[src/rtl/exc_ctrl.sv]
`default_nettype none
// ============================================================================
// Module      : exc_ctrl
// Description : Exception/interrupt sequencer for coprocessor 0. At each
//               instruction boundary it picks the highest-priority pending
//               event (teq, break, syscall, eret, interrupt). It then strobes
//               CP0 for one cycle, waits one cycle for CP0's redirect address,
//               and loads the PC with that address. The main FSM is stalled
//               for the whole sequence.
//               Optional feature macro: EXC_CTRL_TIMER_EN adds a periodic
//               timer interrupt source of TIMER_PERIOD clocks.
// Revision    : 1.0 - initial release
// ============================================================================
module exc_ctrl #(
    parameter logic [31:0] TIMER_PERIOD = 32'd1000
) (
    input  logic        clk,
    input  logic        rst,
    input  logic        instr_boundary,
    input  logic        sys_req,
    input  logic        brk_req,
    input  logic        teq_req,
    input  logic        eret_req,
    input  logic        intr,
    input  logic [31:0] status,
    input  logic [31:0] exc_addr,
    output logic        cp0_exception,
    output logic        cp0_eret,
    output logic [4:0]  cp0_cause,
    output logic        stall,
    output logic        pc_load,
    output logic [31:0] pc_next,
    output logic        timer_int,
    output logic        busy
);

    // Sequencer states
    localparam logic [1:0] c_IDLE     = 2'd0;
    localparam logic [1:0] c_ISSUE    = 2'd1;
    localparam logic [1:0] c_WAIT     = 2'd2;
    localparam logic [1:0] c_REDIRECT = 2'd3;

    // Cause codes handed to CP0
    localparam logic [4:0] c_CAUSE_INT = 5'd0;
    localparam logic [4:0] c_CAUSE_SYS = 5'd8;
    localparam logic [4:0] c_CAUSE_BRK = 5'd9;
    localparam logic [4:0] c_CAUSE_TEQ = 5'd13;

    logic [1:0]  r_state_q,    w_state_d;
    logic        r_is_eret_q,  w_is_eret_d;
    logic        r_is_int_q,   w_is_int_d;
    logic [4:0]  r_cause_q,    w_cause_d;
    logic [31:0] r_target_q,   w_target_d;
    logic        r_int_pend_q, w_int_pend_d;
    logic        r_tmr_pend_q, w_tmr_pend_d;

    logic        w_tmr_fire;
    logic        w_tmr_clr;
    logic        w_int_eligible;
    logic        w_unused_status;

    // Only the global interrupt enable bit of status matters here.
    assign w_unused_status = ^status[31:1];

    // An interrupt arriving in the boundary cycle itself is already eligible.
    assign w_int_eligible = (r_int_pend_q | intr | r_tmr_pend_q) & status[0];

`ifdef EXC_CTRL_TIMER_EN
    logic [31:0] r_tmr_cnt_q, w_tmr_cnt_d;

    // Free-running down-counter; expiry raises the timer pending bit.
    always_comb begin
        w_tmr_fire  = (r_tmr_cnt_q == 32'd0);
        w_tmr_cnt_d = w_tmr_fire ? (TIMER_PERIOD - 32'd1) : (r_tmr_cnt_q - 32'd1);
    end

    // Timer counter register, reloaded at reset.
    always_ff @(posedge clk) begin
        if (rst) begin
            r_tmr_cnt_q <= TIMER_PERIOD - 32'd1;
        end else begin
            r_tmr_cnt_q <= w_tmr_cnt_d;
        end
    end
`else
    logic [31:0] w_unused_period;

    // No timer source in this build; the period is intentionally unused.
    assign w_unused_period = TIMER_PERIOD;
    assign w_tmr_fire      = 1'b0;
`endif

    // Next-state logic: arbitration in IDLE, then a fixed 3-cycle sequence.
    always_comb begin
        w_state_d    = r_state_q;
        w_is_eret_d  = r_is_eret_q;
        w_is_int_d   = r_is_int_q;
        w_cause_d    = r_cause_q;
        w_target_d   = r_target_q;
        w_int_pend_d = r_int_pend_q | intr;
        w_tmr_clr    = 1'b0;

        case (r_state_q)
            c_IDLE: begin
                if (instr_boundary) begin
                    if (teq_req) begin
                        w_state_d   = c_ISSUE;
                        w_is_eret_d = 1'b0;
                        w_is_int_d  = 1'b0;
                        w_cause_d   = c_CAUSE_TEQ;
                    end else if (brk_req) begin
                        w_state_d   = c_ISSUE;
                        w_is_eret_d = 1'b0;
                        w_is_int_d  = 1'b0;
                        w_cause_d   = c_CAUSE_BRK;
                    end else if (sys_req) begin
                        w_state_d   = c_ISSUE;
                        w_is_eret_d = 1'b0;
                        w_is_int_d  = 1'b0;
                        w_cause_d   = c_CAUSE_SYS;
                    end else if (eret_req) begin
                        w_state_d   = c_ISSUE;
                        w_is_eret_d = 1'b1;
                        w_is_int_d  = 1'b0;
                        w_cause_d   = 5'd0;
                    end else if (w_int_eligible) begin
                        w_state_d   = c_ISSUE;
                        w_is_eret_d = 1'b0;
                        w_is_int_d  = 1'b1;
                        w_cause_d   = c_CAUSE_INT;
                    end
                end
            end
            c_ISSUE: begin
                // A still-asserted level interrupt remains pending.
                if (r_is_int_q) begin
                    w_int_pend_d = intr;
                    w_tmr_clr    = 1'b1;
                end
                w_state_d = c_WAIT;
            end
            c_WAIT: begin
                w_target_d = exc_addr;
                w_state_d  = c_REDIRECT;
            end
            default: begin
                w_state_d = c_IDLE;
            end
        endcase

        // A timer expiry in the clearing cycle is a new event and survives.
        w_tmr_pend_d = (r_tmr_pend_q & ~w_tmr_clr) | w_tmr_fire;
    end

    // State and pending registers.
    always_ff @(posedge clk) begin
        if (rst) begin
            r_state_q    <= c_IDLE;
            r_is_eret_q  <= 1'b0;
            r_is_int_q   <= 1'b0;
            r_cause_q    <= 5'd0;
            r_target_q   <= 32'd0;
            r_int_pend_q <= 1'b0;
            r_tmr_pend_q <= 1'b0;
        end else begin
            r_state_q    <= w_state_d;
            r_is_eret_q  <= w_is_eret_d;
            r_is_int_q   <= w_is_int_d;
            r_cause_q    <= w_cause_d;
            r_target_q   <= w_target_d;
            r_int_pend_q <= w_int_pend_d;
            r_tmr_pend_q <= w_tmr_pend_d;
        end
    end

    // Moore outputs decoded purely from registered state.
    always_comb begin
        cp0_exception = (r_state_q == c_ISSUE) & ~r_is_eret_q;
        cp0_eret      = (r_state_q == c_ISSUE) &  r_is_eret_q;
        cp0_cause     = cp0_exception ? r_cause_q : 5'd0;
        stall         = (r_state_q != c_IDLE);
        busy          = stall;
        pc_load       = (r_state_q == c_REDIRECT);
        pc_next       = pc_load ? r_target_q : 32'd0;
        timer_int     = r_tmr_pend_q;
    end

endmodule
`default_nettype wire

[config.mk]
export PLATFORM = sky130hd
export DESIGN_NAME = exc_ctrl
export DESIGN_NICKNAME = d
export VERILOG_FILES = /design/src/rtl/exc_ctrl.sv
export SDC_FILE = /design/constraint.sdc
export NUM_CORES = 1
export LEC_CHECK = 0
export ABC_AREA = 1
export BUFFER_PORTS_ARGS = -buffer_cell sky130_fd_sc_hd__buf_2
export CAP_MARGIN = 15
export CORE_ASPECT_RATIO = 0.8
export CORE_MARGIN = 4
export CORE_UTILIZATION = 43
export CTS_CLUSTER_SIZE = 25
export DETAILED_ROUTE_END_ITERATION = 7
export PLACE_DENSITY = 0.79
export SETUP_SLACK_MARGIN = 0.02
export SKIP_LAST_GASP = 1
export SYNTH_ARGS = -nofsm -noshare
export SYNTH_HDL_FRONTEND = slang
export SYNTH_SLANG_ARGS = --single-unit
[constraint.sdc]
create_clock -name clk -period 1.42 [get_ports clk]
set_input_delay 0.071 -clock clk [delete_from_list [all_inputs] [get_ports clk]]
set_output_delay 0.071 -clock clk [all_outputs]
set_load 0.005 [all_outputs]
Yosys cells after proc, flatten, opt, wreduce, memory -nomap -nowiden
Cells that the tools add are included.

Register bits: 43. Output and inout bits: 43. Bits of input ports: 72.

Reductions and logical operators: 5. Bitwise logic cells: 8. Equal/unequal tests: 5. Muxes and demuxes: 28.

Operators with widths (number): $mux 32 (1); $mux 5 (6); $mux 1 (14); $mux 2 (6); $ne 6x6->1 const B (1); $pmux 2 s3 (1); $reduce_bool 5->1 (1); $and 1x1->1 (4); $eq 2x2->1 const B (2); $reduce_and 3->1 (1); $eq 2x1->1 const B (1); $logic_not 2->1 (1); $ne 2x2->1 const B (1); $not 1->1 (2); $or 1x1->1 (2); $reduce_and 2->1 (1); $reduce_bool 2->1 (1).

Depth between registers and ports, before layout
Gate-level depths: netlist of the first run.

Word-level depth: 10. Depth in mapped cells: 8. Depth with buffers taken out: 8.

Least setup slack after synthesis of the first run
OpenSTA, ideal clock, no wires.

Path type: flip-flop to flip-flop. From: register r_state_q[0]. To: register r_state_q[0]. Stages on the path, launching flop included: 9. Clock period less this slack: 1195 ps. Library setup time: 112 ps. Arrival time: 1083 ps. Buffers on the path: 1. Setup slack: 225 ps. Cells stage by stage: dfxtp_1 inv_1 ha_1 buf_6 inv_2 or2_1 nand3_1 nand2_1 nor2_2.

Cells in the longest elaborated chain, start to end: 3. Elaborated cells between the ends (all ways): 7. Classes of those cells: 4 x eq/ne; 1 x mux; 2 x reduce/logical.

RTL lines: start, declared (line 49) `logic [1:0] r_state_q, w_state_d;`; start signal, assigned (line 158) `r_state_q <= c_IDLE;`; start signal, assigned (line 166) `r_state_q <= w_state_d;`; $logic_not 2->1 (line 103) `case (r_state_q)`; $ne 6x6->1 (no source line) / $ne 2x2->1 (equally long branches); $reduce_and 2->1 (no source line).

Parallel ways exist; a longest one is shown, timed or not. A chain may end at the register's enable or synchronous reset.

Worst setup path in the final report of the first run
From: register r_state_q[1]. To: output port pc_next[18].

Cells in the longest elaborated chain, start to end: 2.

RTL lines: $eq 2x2->1 (line 183) `pc_load = (r_state_q == c_REDIRECT);`; $mux 32 (line 184) `pc_next = pc_load ? r_target_q : 32'd0;`; end, declared (line 32) `output logic [31:0] pc_next,`.

Every way passes these cells.

==> results.toml, run 1 <==
[critical_path]
cp.arrival_ns = 1.23
required_ns = 1.35
r2r_cells = 6
crit_family = "flip-flops"
cp_cell_sequence = "ha_4 -> clkbuf_16 -> nand2_1 -> inv_1 -> buf_2"
cp_num_buf_inv = 3
crit_type = "reg2out"
cp_slowest_stage_delay_ns = 0.38
worstReg2RegEnd = "r_target_q[24]$_SDFFE_PP0P_"
r2r_slack_ns = 0.12
startpoint_type = "register"
worst-path-max-fanout = 14
critPathSlowestCell = "dfxtp_2"
rr_startpoint = "r_state_q[0]$_SDFFE_PP0P_"
worstSetupEndpointType = "output port"

[global_route]
grt_max_degree = 30
overflow = 0
antenna_found_initial = 0
grt_pass1_wl_um = 7510
grt_usage = 0.159
grt_pass1_vias = 1797

[sta]
finalSetupTns_ns = 0
fin_crit_ns = 1.30
maxSlewViolCount = 0
period_share = 0.919
finalClockSkew_ns = 0.00421
rsz0062_at_grt = "true"
setup_viol = 0
fmax_mhz = 767
hold_viol = 0

[detailed_routing]
ant_nets = 0
wirelength_um = 4540
first_pass_iters = 4
vias = 1952
routed-wl-met3_um = 299
routed_via_density = 4.48
highest_layer = "met4"
met1Wirelength_um = 2170
wl_met2_um = 2040
drt_iter0_drc = 80
wire_per_inst_um = 10.4
drc_errors = 0

[cells_and_area]
multiInputGateArea_um2 = 853
syn_to_final_growth_pct = 29.8
ff_latch_area_um2 = 826
fin_nets = 456
fillers = 425
n_antenna_cell = 0
drive_gt1_frac = 0.290

[min_path]
hold_path_depth = 3
hold_class = "in2reg"
whs_endpoint = "r_target_q[21]$_SDFFE_PP0P_"
min_from = "exc_addr[21]"

[power]
ir_drop_mv = 0.681
p_leak_nw = 1.61
fin_total_pwr_w = 0.00405
powerDensity_nw_per_um2 = 1590

[clock_tree]
clock_latency_ns = 0.28
path_clk_slew_ns = 0.07
clock-root-buffer = "clkbuf_8"
h-tree-depth = 2
tritoncts = "done"
numCtsBuffers = 5
cts_sinks = 41
cts_buffer_depth = 2

[floorplanning]
num_rows = 21
fp.dieH_um = 68.5
die-area_um2 = 5730
io_pins = 115
die_x_um = 83.6
core_area_um2 = 4310
initial_utilization = 0.456

[synthesis]
yosysTopAreaCell = "dfxtp_1"
yosysWarnings = 0
ys_async_sr_fraction = 0
synth_top_cell_area_share = 0.417
avgSynthCellArea_um2 = 6.56
yosysSeqAreaShare = 0.417
syn_area_um2 = 1970
yosysMostFrequentCell = "nor2_1"
synth_edf_count = 0
synthFlopType = "dfxtp_1"
yosysUniqueCellTypes = 24
netlist_top_cells_count = "nor2_1, inv_1, nand2_1"
synth-seq-cells = 41
synthTopCellsByArea = "dfxtp_1, nor2_1, inv_1, nand2_1, o21ai_0"
synthCells = 300

[placed_design]
port_buffers = 81
gp_congestion = 0.747
dp_hpwl_um = 3260

[status]
outcome = "completed"

[run]
maxCapViolations = 0
sequential cells by signal (all words and copies together), names as in the netlist:
register / cells
r_target_q: 32
r_int_pend_q: 1
r_cause_q: 3
r_is_int_q: 1
timer_int: 1
r_is_eret_q: 1
r_state_q: 2
cells by family after synthesis:
group / Yosys count / synth area share
compound gates: 35 / 0.0903
fa+ha+maj: 4 / 0.0254
buf+inv: 73 / 0.160
flops: 41 / 0.417
other cells: 1 / 0.00191
simple gates: 146 / 0.305
routing by layer:
layer  GRT usage  vias to the layer above
met4      0.0422                        0
met1       0.200                      850
met3      0.0380                        5
li1            -                     1040
met2       0.278                       57
met5           0                        -
cell type report:
class	count	share of cell area
flip-flops and latches	41	0.324
repair buffers	91	0.206
clock inverters	1	0.00196
clock buffers	5	0.0270
multi-input cells	187	0.334
inverters	54	0.0794
well taps	57	0.0279
timing repair:
action / 4_1_cts / 5_1_grt
buffers inserted: 0 / 1
gates cloned: 0 / 1
pin swaps: 0 / 2
gates resized for setup: 4 / 3
hold endpoints to repair: 2 / 0
setup endpoints to repair: 29 / 50
hold buffers: 1 / 0
layout by cell type (no fill, tap or decap):
master,count
nand4_1,4
dfxtp_2,1
buf_4,6
a21oi_1,2
buf_2,81
dfxtp_4,1
clkbuf_16,1
ha_4,1
clkbuf_8,5
ha_2,1
inv_2,2
o21bai_1,1
dfxtp_1,39
dlygate4sd3_1,1
nor2_2,2
inv_1,52
ha_1,2
nand3b_1,1
nand2_2,3
nand3_1,4
or2_1,1
buf_12,2
clkinv_2,1
nand3_2,1
o21ai_0,32
nand2_1,50
nor2_1,78
conb_1,2
nand2_4,1
nor2_4,1
metrics by stage:
| step | instances | util | area [um^2] | setup slack (ns) | hold slack, ns |
|---|---|---|---|---|---|
| finish | 436 | 0.592 | 2550 | 0.116 | 0.0105 |
| global route | 436 | 0.592 | 2550 | 0.00266 | 0.00457 |
| CTS | 434 | 0.583 | 2510 | 0.0462 | 0.00294 |
| detailed placement | 427 | 0.560 | 2410 | 0.0855 | 0.277 |
| global placement | 427 | 0.560 | 2410 | 0.138 | 0.271 |
| floorplan | 301 | - | 1970 | 0.225 | 0.143 |
report_power, final:
| part | switching (W) | internal (W) |
|---|---|---|
| sequential | 0.000200 | 0.00156 |
| clock | 0.000348 | 0.000323 |
| combinational | 0.000949 | 0.000671 |
| total | 0.00150 | 0.00255 |
worst max path at each step:
| stage | startpoint | to | slack [ns] | cells past startpoint |
|---|---|---|---|---|
| floorplan | r_state_q[0]$_SDFFE_PP0P_ | r_state_q[0]$_SDFFE_PP0P_ | 0.22 | 8 |
| global placement | r_state_q[0]$_SDFFE_PP0P_ | r_state_q[0]$_SDFFE_PP0P_ | 0.14 | 7 |
| detailed placement | r_state_q[0]$_SDFFE_PP0P_ | r_state_q[0]$_SDFFE_PP0P_ | 0.09 | 7 |
| CTS | r_state_q[0]$_SDFFE_PP0P_ | pc_next[26] | 0.05 | 5 |
| global route | r_state_q[1]$_SDFFE_PP0P_ | cp0_cause[3] | 0.003 | 5 |
| finish | r_state_q[1]$_SDFFE_PP0P_ | pc_next[18] | 0.12 | 5 |
worst min-delay path, delay by kind of cell:
| family | cells | cell delay [ns] |
|---|---|---|
| simple gates | 2 | 0.11 |
| buf+inv | 1 | 0.07 |
Note: power is estimated with default switching activity, not from simulation.
==> run 2: changes to the inputs <==
--- a/config.mk
+++ b/config.mk
@@ -8,12 +8,15 @@
 export ABC_AREA = 1
 export BUFFER_PORTS_ARGS = -buffer_cell sky130_fd_sc_hd__buf_2
 export CAP_MARGIN = 15
+export CELL_PAD_IN_SITES_DETAIL_PLACEMENT = 1
+export CELL_PAD_IN_SITES_GLOBAL_PLACEMENT = 2
 export CORE_ASPECT_RATIO = 0.8
 export CORE_MARGIN = 4
-export CORE_UTILIZATION = 43
+export CORE_UTILIZATION = 21
+export CTS_BUF_LIST = sky130_fd_sc_hd__clkbuf_8 sky130_fd_sc_hd__clkbuf_16
 export CTS_CLUSTER_SIZE = 25
 export DETAILED_ROUTE_END_ITERATION = 7
-export PLACE_DENSITY = 0.79
+export PLACE_DENSITY_LB_ADDON = 0.1
 export SETUP_SLACK_MARGIN = 0.02
 export SKIP_LAST_GASP = 1
 export SYNTH_ARGS = -nofsm -noshare
==> results.toml, run 2 (same netlist as run 1, synthesis figures left out) <==
[critical_path]
cp_slowest_stage_delay_ns = 0.33
crit_type = "reg2out"
critPathSlowestCell = "dfxtp_2"
cp_common_cell = "buf_6"
cp_cell_sequence = "buf_6 -> ha_4 -> clkbuf_16 -> nand2_4 -> inv_2 -> buf_6"
required_ns = 1.35
worst-path-max-fanout = 5
startpoint_type = "register"
crit_family = "buffers and inverters"
worstSetupEndpointType = "output port"
cp_num_buf_inv = 4
cp.arrival_ns = 1.32

[cells_and_area]
top_register = "r_target_q"
final_common_cell = "nor2_1"
largest_registers = "r_target_q (32), r_cause_q (3), r_state_q (2)"
most-common-layout-cells = "nor2_1, buf_2, inv_1"
stdcell_area_um2 = 2890
fin_nets = 462
largest_reg_flops = 32
syn_to_final_growth_pct = 47.1
n_antenna_cell = 0
drive_gt1_frac = 0.359

[sta]
setup_viol = 0
setup_slack_ns = 0.0278
fmax_mhz = 718
finalClockSkew_ns = 0.00422
maxSlewViolCount = 0
fin_crit_ns = 1.39
hold_viol = 0
period_share = 0.980
rsz0062_at_grt = "true"
finalSetupTns_ns = 0

[detailed_routing]
drt_iter0_drc = 36
first_pass_iters = 4
drc_errors = 0
wirelength_um = 5930
routed_via_density = 4.00
wire_per_inst_um = 11.8
ant_nets = 0
vias = 2010

[run]
maxCapViolations = 0

[placed_design]
place_area_um2 = 2520
port_buffers = 81
pre_cts_ws_ns = 0.108
dp_hpwl_um = 4190
gp_congestion = 0.710

[global_route]
grt_pass1_vias = 2022
grt_max_degree = 30
grt_pass1_wl_um = 9530
overflow = 0
grt_usage = 0.110
antenna_found_initial = 0

[status]
outcome = "completed"

[clock_tree]
h-tree-depth = 2
cts_sinks = 41
path_clk_slew_ns = 0.06
numCtsBuffers = 5
cts_buffer_depth = 2
clock_latency_ns = 0.28
tritoncts = "done"
clock-root-buffer = "clkbuf_16"

[power]
powerDensity_nw_per_um2 = 1650
ir_drop_mv = 0.544
p_leak_nw = 1.79

[floorplanning]
initial_utilization = 0.217
die-area_um2 = 11000
core_area_um2 = 9080
fp.dieH_um = 94.6
die_x_um = 116
io_pins = 115
num_rows = 31

[min_path]
hold_class = "in2reg"
[run 2: cell count changes in the layout (fill, tap and decap cells not counted), moves of 3 or more]
cell and delta:
nand2_4 +9, buf_2 -9, buf_6 +10, inv_1 -10, clkbuf_16 +5, inv_2 +11, buf_4 +3, nand2_1 -10
clkbuf_8 -5
[run 2: area by class of cell]
type                    count  area [um^2]
repair buffers             97          658
flip-flops and latches     41          823
inverters                  54          203
clock inverters             3         13.8
well taps                 115          144
fillers                  1166         6180
multi-input cells         187          926
clock buffers               5          125
[run 2: worst min-delay path, delay by kind of cell]
kind	cells	cell delay [ns]
AND/OR/NAND/NOR	2	0.11
buffers and inverters	1	0.08
[run 2: power by group]
part	switching (W)	internal, W	leakage [nW]	total (W)
clock network	0.000430	0.000638	0.0748	0.00107
logic	0.00107	0.000848	1.38	0.00192
registers	0.000230	0.00156	0.338	0.00179
[run 2: what timing repair did]
action	4_1_cts	5_1_grt
hold endpoints to repair	2	0
pin swaps	0	1
setup endpoints to repair	35	71
gates resized for setup	6	44
setup buffers	1	0
hold buffers	1	0
cloned	1	1
[run 2: stage by stage]
step | total power [W] | hold slack, ns | instances | utilization
2_1_floorplan | 0.00284 | 0.143 | 301 | -
3_3_place_gp | 0.00346 | 0.278 | 490 | 0.278
3_5_place_dp | 0.00349 | 0.275 | 490 | 0.278
4_1_cts | 0.00471 | 0.0104 | 501 | 0.301
5_1_grt | 0.00524 | 0.0184 | 502 | 0.319
6_report | 0.00478 | 0.0155 | 502 | 0.319
[run 2: per-layer routing]
layer / GRT usage / routed length (um) / share of wire / vias up
met5: 0 / 0 / 0 / -
met4: 0.0319 / 60 / 0.010 / 0
met3: 0.0333 / 377 / 0.064 / 5
met2: 0.167 / 2640 / 0.44 / 48
met1: 0.149 / 2860 / 0.48 / 905
li1: - / - / - / 1052
[run 2: worst paths after layout]
check / cells past startpoint / slack, ns / from / end
worst max-delay path: 6 / 0.03 / r_state_q[0]$_SDFFE_PP0P_ / pc_next[16]
worst min-delay path: 3 / 0.02 / exc_addr[15] / r_target_q[15]$_SDFFE_PP0P_
worst max register to register: 7 / 0.18 / r_state_q[1]$_SDFFE_PP0P_ / r_state_q[0]$_SDFFE_PP0P_
worst min register to register: 2 / 0.45 / r_is_int_q$_SDFFE_PP0P_ / r_is_int_q$_SDFFE_PP0P_
